File: config.mk
export PLATFORM = sky130hd
export DESIGN_NAME = image_cache_read_arb
export DESIGN_NICKNAME = d
export VERILOG_FILES = /design/src/rtl/image_cache_read_arb_pkg.sv /design/src/rtl/image_cache_read_arb_rr_pick.sv /design/src/rtl/image_cache_read_arb.sv
export SDC_FILE = /design/constraint.sdc
export NUM_CORES = 1
export LEC_CHECK = 0
export CORE_MARGIN = 4
export CORE_UTILIZATION = 46
export CTS_BUF_LIST = sky130_fd_sc_hd__clkbuf_4 sky130_fd_sc_hd__clkbuf_8 sky130_fd_sc_hd__clkbuf_16
export DETAILED_ROUTE_END_ITERATION = 8
export GPL_TIMING_DRIVEN = 0
export PLACE_DENSITY = 0.83
export SYNTH_ARGS = -nofsm -noshare
export SYNTH_HDL_FRONTEND = slang
export SYNTH_SLANG_ARGS = --single-unit
File: constraint.sdc
create_clock -name clk -period 7.26 [get_ports clk]
set_input_delay 1.089 -clock clk [delete_from_list [all_inputs] [get_ports clk]]
set_output_delay 1.089 -clock clk [all_outputs]
set_load 0.01 [all_outputs]
File: src/rtl/image_cache_read_arb_pkg.sv
// Shared types and constants for the image cache read arbiter.
// Holds the requester tag type, the request bundle and the response latency.
package pkg_imageCacheArb;

  localparam int NUM_REQ_MAX = 8;
  localparam int COORD_W_MAX = 16;
  localparam int RSP_LATENCY = 2;

  typedef logic [2:0] tag_t;

  typedef struct packed {
    logic [COORD_W_MAX-1:0] x;
    logic [COORD_W_MAX-1:0] y;
    logic                   lock;
  } arb_req_t;

  // Round-robin successor of the winner, wrapping at n.
  function automatic tag_t next_ptr(tag_t w, int n);
    if (int'(w) >= n - 1) return '0;
    return w + tag_t'(1);
  endfunction

endpackage

File: src/rtl/image_cache_read_arb_rr_pick.sv
// Combinational round-robin picker: first set request at or above ptr, with wrap.
// Ports: req (request vector), ptr (start index), grant (one-hot), idx (winner).
module rr_pick
  import pkg_imageCacheArb::*;
#(
  parameter int NUM_REQ = 4
) (
  input  logic [NUM_REQ-1:0] req,
  input  tag_t               ptr,
  output logic [NUM_REQ-1:0] grant,
  output tag_t               idx
);

  logic [3:0] d;
  logic [3:0] best_d;
  logic       any;

  // Pick the valid requester with the smallest forward distance from ptr.
  always_comb begin
    d      = '0;
    best_d = 4'hf;
    idx    = '0;
    for (int i = 0; i < NUM_REQ; i++) begin
      if (4'(i) >= {1'b0, ptr})
        d = 4'(i) - {1'b0, ptr};
      else
        d = 4'(i) + 4'(NUM_REQ) - {1'b0, ptr};
      if (req[i] && d < best_d) begin
        best_d = d;
        idx    = tag_t'(i);
      end
    end
  end

  assign any = |req;

  always_comb begin
    grant = '0;
    for (int i = 0; i < NUM_REQ; i++)
      grant[i] = any && (idx == tag_t'(i));
  end

endmodule

File: src/rtl/image_cache_read_arb.sv
// Round-robin read-port arbiter for the image cache with bounded burst lock.
// Ports: clk, rst (sync, active-high); req_valid/req_lock/req_x/req_y in,
// req_ready out (one-hot grant); cache_raddrX/Y out, cache_q in;
// rsp_valid (one-hot) and rsp_data out, fixed 2-cycle latency from handshake.
// Legal ranges: NUM_REQ 1..8, MAX_BURST 1..255, X/Y_WIDTH up to 16.
module image_cache_read_arb
  import pkg_imageCacheArb::*;
#(
  parameter int NUM_REQ   = 4,
  parameter int X_WIDTH   = 9,
  parameter int Y_WIDTH   = 9,
  parameter int WORD_SIZE = 8,
  parameter int MAX_BURST = 8
) (
  input  logic                   clk,
  input  logic                   rst,
  input  logic [NUM_REQ-1:0]     req_valid,
  input  logic [NUM_REQ-1:0]     req_lock,
  input  logic [NUM_REQ*X_WIDTH-1:0] req_x,
  input  logic [NUM_REQ*Y_WIDTH-1:0] req_y,
  output logic [NUM_REQ-1:0]     req_ready,
  output logic [X_WIDTH-1:0]     cache_raddrX,
  output logic [Y_WIDTH-1:0]     cache_raddrY,
  input  logic [WORD_SIZE-1:0]   cache_q,
  output logic [NUM_REQ-1:0]     rsp_valid,
  output logic [WORD_SIZE-1:0]   rsp_data
);

  arb_req_t reqs [NUM_REQ];
  arb_req_t win_req;

  logic [NUM_REQ-1:0] rr_grant;
  tag_t               rr_idx;

  tag_t               ptr;
  logic               lock_vld;
  logic [NUM_REQ-1:0] lock_oh;
  tag_t               lock_idx;
  logic [7:0]         burst;

  logic               own_hit;
  logic               own_ok;
  logic [NUM_REQ-1:0] grant;
  tag_t               win;
  logic               hs;
  logic               was_own;
  logic [7:0]         nxt_burst;
  logic               burst_end;

  tag_t                   tag_q [RSP_LATENCY];
  logic [RSP_LATENCY-1:0] vld_q;
  logic [NUM_REQ-1:0]     rsp_oh;

  logic unused_req;

  for (genvar g = 0; g < NUM_REQ; g++) begin : g_req
    assign reqs[g] = '{
      x:    COORD_W_MAX'(req_x[g*X_WIDTH +: X_WIDTH]),
      y:    COORD_W_MAX'(req_y[g*Y_WIDTH +: Y_WIDTH]),
      lock: req_lock[g]
    };
  end

  rr_pick #(
    .NUM_REQ (NUM_REQ)
  ) u_pick (
    .req   (req_valid),
    .ptr   (ptr),
    .grant (rr_grant),
    .idx   (rr_idx)
  );

  // A live lock owner pre-empts the round-robin scan.
  assign own_hit = |(lock_oh & req_valid);
  assign own_ok  = lock_vld && own_hit
                && (burst < 8'(MAX_BURST));
  assign grant   = own_ok ? lock_oh : rr_grant;
  assign win     = own_ok ? lock_idx : rr_idx;

  assign req_ready = rst ? '0 : grant;
  assign hs        = |req_ready;

  always_comb begin
    win_req = '0;
    for (int i = 0; i < NUM_REQ; i++)
      if (grant[i]) win_req = reqs[i];
  end

  assign unused_req = ^win_req;

  assign was_own   = lock_vld && |(lock_oh & grant);
  assign nxt_burst = was_own ? burst + 8'd1 : 8'd1;
  // Hitting the burst cap releases the lock so others cannot starve.
  assign burst_end = nxt_burst >= 8'(MAX_BURST);

  always_ff @(posedge clk) begin
    if (rst) begin
      ptr      <= '0;
      lock_vld <= 1'b0;
      lock_oh  <= '0;
      lock_idx <= '0;
      burst    <= '0;
    end else if (hs) begin
      ptr <= next_ptr(win, NUM_REQ);
      if (win_req.lock && !burst_end) begin
        lock_vld <= 1'b1;
        lock_oh  <= grant;
        lock_idx <= win;
        burst    <= nxt_burst;
      end else begin
        lock_vld <= 1'b0;
        lock_oh  <= '0;
        burst    <= '0;
      end
    end else if (lock_vld && !own_hit) begin
      lock_vld <= 1'b0;
      lock_oh  <= '0;
      burst    <= '0;
    end
  end

  always_ff @(posedge clk) begin
    if (rst) begin
      cache_raddrX <= '0;
      cache_raddrY <= '0;
    end else if (hs) begin
      cache_raddrX <= win_req.x[X_WIDTH-1:0];
      cache_raddrY <= win_req.y[Y_WIDTH-1:0];
    end
  end

  // Tag pipeline tracks which requester owns each in-flight read.
  always_ff @(posedge clk) begin
    if (rst) begin
      vld_q <= '0;
      for (int i = 0; i < RSP_LATENCY; i++)
        tag_q[i] <= '0;
    end else begin
      vld_q    <= {vld_q[RSP_LATENCY-2:0], hs};
      tag_q[0] <= win;
      for (int i = 1; i < RSP_LATENCY; i++)
        tag_q[i] <= tag_q[i-1];
    end
  end

  always_comb begin
    rsp_oh = '0;
    for (int i = 0; i < NUM_REQ; i++)
      rsp_oh[i] = vld_q[RSP_LATENCY-1]
               && (tag_q[RSP_LATENCY-1] == tag_t'(i));
  end

  always_ff @(posedge clk) begin
    if (rst) begin
      rsp_valid <= '0;
      rsp_data  <= '0;
    end else begin
      rsp_valid <= rsp_oh;
      if (vld_q[RSP_LATENCY-1])
        rsp_data <= cache_q;
    end
  end

endmodule

==> out/metrics.csv <==
stage,metric,value,unit
floorplan,die-area,0.00902,mm^2
synth,yosysTopAreaCellShare,0.328,
synth,synth-main-ff-cell,sky130_fd_sc_hd__dfxtp_1,
global_routing,globalRoute.busiestLayer,met2,
critical_path,ordered_list_of_cells_on_the_worst_path,clkbuf_4 -> inv_2 -> a221oi_2 -> ha_1 -> nor2b_4 -> o21ai_1 -> o31ai_4 -> buf_6 -> nor2_1 -> a21oi_2 -> ha_1 -> and4_1 -> a211o_1 -> nor2_4 -> buf_4 -> nor2_1 -> a21oi_1 -> ha_1 -> nor2b_1 -> o211ai_1 -> a21oi_2 -> a211o_1 -> nor2_1 -> clkdlybuf4s50_1,
synth,yosys-top-cells-count,"sky130_fd_sc_hd__nor2_1 (63), sky130_fd_sc_hd__dfxtp_1 (57), sky130_fd_sc_hd__nand2_1 (41), sky130_fd_sc_hd__a21oi_1 (33), sky130_fd_sc_hd__nand3_1 (26)",
clock_network,tritoncts.num_buffers,9,
min_path,worst_hold_path_type,reg -> reg,
synth,synth_most_common_cell,sky130_fd_sc_hd__nor2_1,
synth,post_synth_main_area_contributors,"sky130_fd_sc_hd__dfxtp_1 (33%), sky130_fd_sc_hd__ha_1 (7.6%), sky130_fd_sc_hd__nor2_1 (6.8%), sky130_fd_sc_hd__a311oi_1 (5.0%), sky130_fd_sc_hd__a21oi_1 (4.7%)",
clock_network,htree_num_levels,3,
global_routing,first_global_vias,3725,
pwr,max-vdd-ir-drop,0.000287,V
placement,numPortBuffers,121,
routing,detail_route.iter0.violations,217,
critical_path,worst_r2r_endpoint,cache_raddrX[7],
global_routing,grt_pass1_wl,17100,um
placement,gp_routability_congestion,0.917,
critical_path,critical_path_cell_with_the_highest_stage_delay,sky130_fd_sc_hd__clkdlybuf4s50_1,
critical_path,critical-path-top-delay-family,compound AO/OA/AOI/OAI gates,
synth,synth.largest_area_cell,sky130_fd_sc_hd__dfxtp_1,
global_routing,globalRouteMet1Util,0.270,
timing,rsz0062_at_grt,false,
critical_path,setup.reg_to_reg.worst_slack,0.63,ns
routing,drt-vias-per-instance,5.76,
critical_path,worst_path_max_fanout,10,
clock_network,clock_path_buffers,2,
clock_network,hold_buffers,0,
synth,synth_seq_area_share,0.328,
global_routing,antenna_violations_before_repair,0,
placement,dpl_worst_slack,-1.21,ns
synth,netlist_instances,432,
min_path,min_path_cells,1,
floorplan,fp.dieH,95.0,um
critical_path,worst_ep_arrival_time,5.90,ns
timing,worst_clock_skew,0.00699,ns
outcome,outcome,completed,
timing,layout_worst_path_cycle_share,0.962,
global_routing,met3_usage,0.0566,
floorplan,die_boundary_width,95.0,um
synth,synth_enable_flop_cells,0,
synth,async_flop_share,0,
final_layout,post_route_cells_drive_above_1_share,0.115,
min_path,min_from,tag_q[0][0],
global_routing,globalRouteMet2Util,0.432,
critical_path,critPathCaptureType,output pin,
timing,hold_viol,0,
pwr,power_leakage,2.12,nW
clock_network,clkSlewWorstSetupHoldPaths,0.06,ns
timing,timing_max_transition_violations_final,0,
timing,tightest_slew,0.887,ns
routing,dr_total_vias,3925,
synth,ys_ff_latch,57,
final_layout,final_net_count,689,
critical_path,start_kind,input port,
routing,route.final.wire_length,11500,um
global_routing,gr-usage-all-layers,0.240,
timing,fmax,143,MHz
floorplan,initial_utilization,0.477,
clock_network,cts-root-buf,sky130_fd_sc_hd__clkbuf_8,
routing,wl_per_cell,16.9,um
routing,detailedRoute.firstPassIterationCount,5,
placement,dpl.hpwl,8480,um
timing,final_critical_path_setup_slack,0.276,ns
min_path,timing.hold.worst_endpoint,tag_q[0][3],
clock_network,clock_sinks,57,
critical_path,cp.buffers_inverters,5,
clock_network,cts_tree,yes,
flow_run,cap_viol_max_count,0,
floorplan,placeableCoreArea,0.00729,mm^2
floorplan,floorplan.io_pins,124,
critical_path,worst_r2r_startpoint,ptr[0],
timing,slew_headroom,0.403,
routing,detail-route-antenna-nets,0,
global_routing,overall_overflow_remaining_after_global_route,0,
final_layout,final_core_utilization,0.718,
pwr,total_power_density_per_cell_area,512,mW/mm^2
synth,mean_post_synth_cell_area,8.05,um^2
critical_path,r2r_cells,30,
critical_path,cp.required,6.17,ns
synth,synthDistinctLibCells,59,
timing,finalCriticalPeriod,6.98,ns
timing,report.final.setup_viol,0,
final_layout,area.growth.synth_to_final,50.4,%
synth,cell_area_after_synthesis,0.00348,mm^2
floorplan,placement_rows,31,
clock_network,clock_insertion_delay_worst_skew,0.33,ns
global_routing,grt_start_max_net_pins,20,
synth,yosys_warnings,0,
final_layout,antenna_cells,0,
routing,drc_errors,0,
critical_path,timing.setup.critical_path_class,in -> out,
critical_path,slowest_delay,0.56,ns
## sequential cells by signal (all words and copies together) (netlist names)
name,cells
rsp_valid,4
tag_q,6
vld_q,2
ptr,3
rsp_data,8
lock_vld,1
lock_oh,4
burst,8
cache_raddrX,9
lock_idx,3
cache_raddrY,9
## what timing repair did
item | in CTS | in global routing
pin swaps | 3 | 6
endpoints found under the hold margin | 0 | 0
buffers inserted | 4 | 10
endpoints found under the setup margin | 4 | 4
resized for setup | 25 | 16
## logic make-up (layout without fill, tap and decap cells)
logic type,after synthesis,in the layout,share of synthesized area
and+or+nand+nor,176,176,0.241
AOI/OAI and AO/OA,119,119,0.258
DFF,57,57,0.328
buffers and inverters,45,194,0.0543
adders and majority gates,21,21,0.0755
muxes,11,11,0.0349
xor gates and xnor gates,2,2,0.00719
other,1,2,0.00108
## stage by stage
stage                     TNS [ns]  instance area (um^2)  hold WS (ns)  power, W  std cells
after floorplan                  0                  3480         0.414   0.00166        433
after global placement       -2.25                  4820         0.418   0.00210        653
after detailed placement     -4.14                  4820         0.432   0.00215        653
after CTS                        0                  5090         0.448   0.00252        671
after global routing             0                  5230         0.472   0.00286        681
final                            0                  5230         0.449   0.00268        681
## cell usage in the layout, fill, tap and decap left out, types with 3 or more instances in the layout
cell type                         instances
sky130_fd_sc_hd__buf_4                   15
sky130_fd_sc_hd__clkdlybuf4s50_1        117
sky130_fd_sc_hd__a211oi_1                21
sky130_fd_sc_hd__buf_6                    3
sky130_fd_sc_hd__nand3_1                 26
sky130_fd_sc_hd__nand4_1                  4
sky130_fd_sc_hd__nor2_1                  62
sky130_fd_sc_hd__clkinv_2                 4
sky130_fd_sc_hd__a21oi_1                 31
sky130_fd_sc_hd__dfxtp_1                 54
sky130_fd_sc_hd__inv_1                   11
sky130_fd_sc_hd__clkbuf_8                12
sky130_fd_sc_hd__clkbuf_4                 3
sky130_fd_sc_hd__a31oi_1                  4
sky130_fd_sc_hd__and2_1                   6
sky130_fd_sc_hd__ha_1                    21
sky130_fd_sc_hd__dlymetal6s2s_1           4
sky130_fd_sc_hd__o2111ai_1                3
sky130_fd_sc_hd__nor3b_1                  4
sky130_fd_sc_hd__o21ai_1                  3
sky130_fd_sc_hd__nor2b_1                 12
sky130_fd_sc_hd__a22o_1                   8
sky130_fd_sc_hd__a21o_1                   3
sky130_fd_sc_hd__nand2b_1                 4
sky130_fd_sc_hd__a311oi_1                19
sky130_fd_sc_hd__nand2_1                 41
sky130_fd_sc_hd__clkbuf_1                19
sky130_fd_sc_hd__mux2i_1                  8
## metal layers
| layer | vias to the layer above | routed length, um |
|---|---|---|
| li1 | 1863 | - |
| met4 | 0 | 346 |
| met2 | 214 | 5920 |
| met1 | 1808 | 4240 |
| met5 | - | 0 |
| met3 | 40 | 977 |
## power by group
part           total (W)  internal (W)  switching, W  leakage, nW
Sequential      0.000454      0.000393     0.0000610        0.469
Clock           0.000249      0.000132      0.000117       0.0921
Combinational    0.00198      0.000870       0.00110         1.56
Total            0.00268       0.00140       0.00128         2.12
## final cells by class
type,instances,area [um^2]
clock buffer,11,145
clock inverter,4,20.0
timing repair buffer,135,1330
buffer,30,168
multi-input combinational,331,2240
inverter,14,56.3
fill,563,2060
sequential,57,1150
tap,99,124
## worst max-delay path by stage
stage	startpoint	to	slack (ns)	cells after the start
floorplan	req_valid[0]	req_ready[2]	0.32	24
global placement	req_valid[0]	req_ready[2]	-1.03	25
detailed placement	req_valid[1]	req_ready[2]	-1.21	23
CTS	req_valid[0]	req_ready[0]	0.006	25
global route	req_valid[0]	req_ready[3]	0.03	24
finish	req_valid[0]	req_ready[3]	0.28	24
No activity file was read; power rests on OpenSTA's default activity.
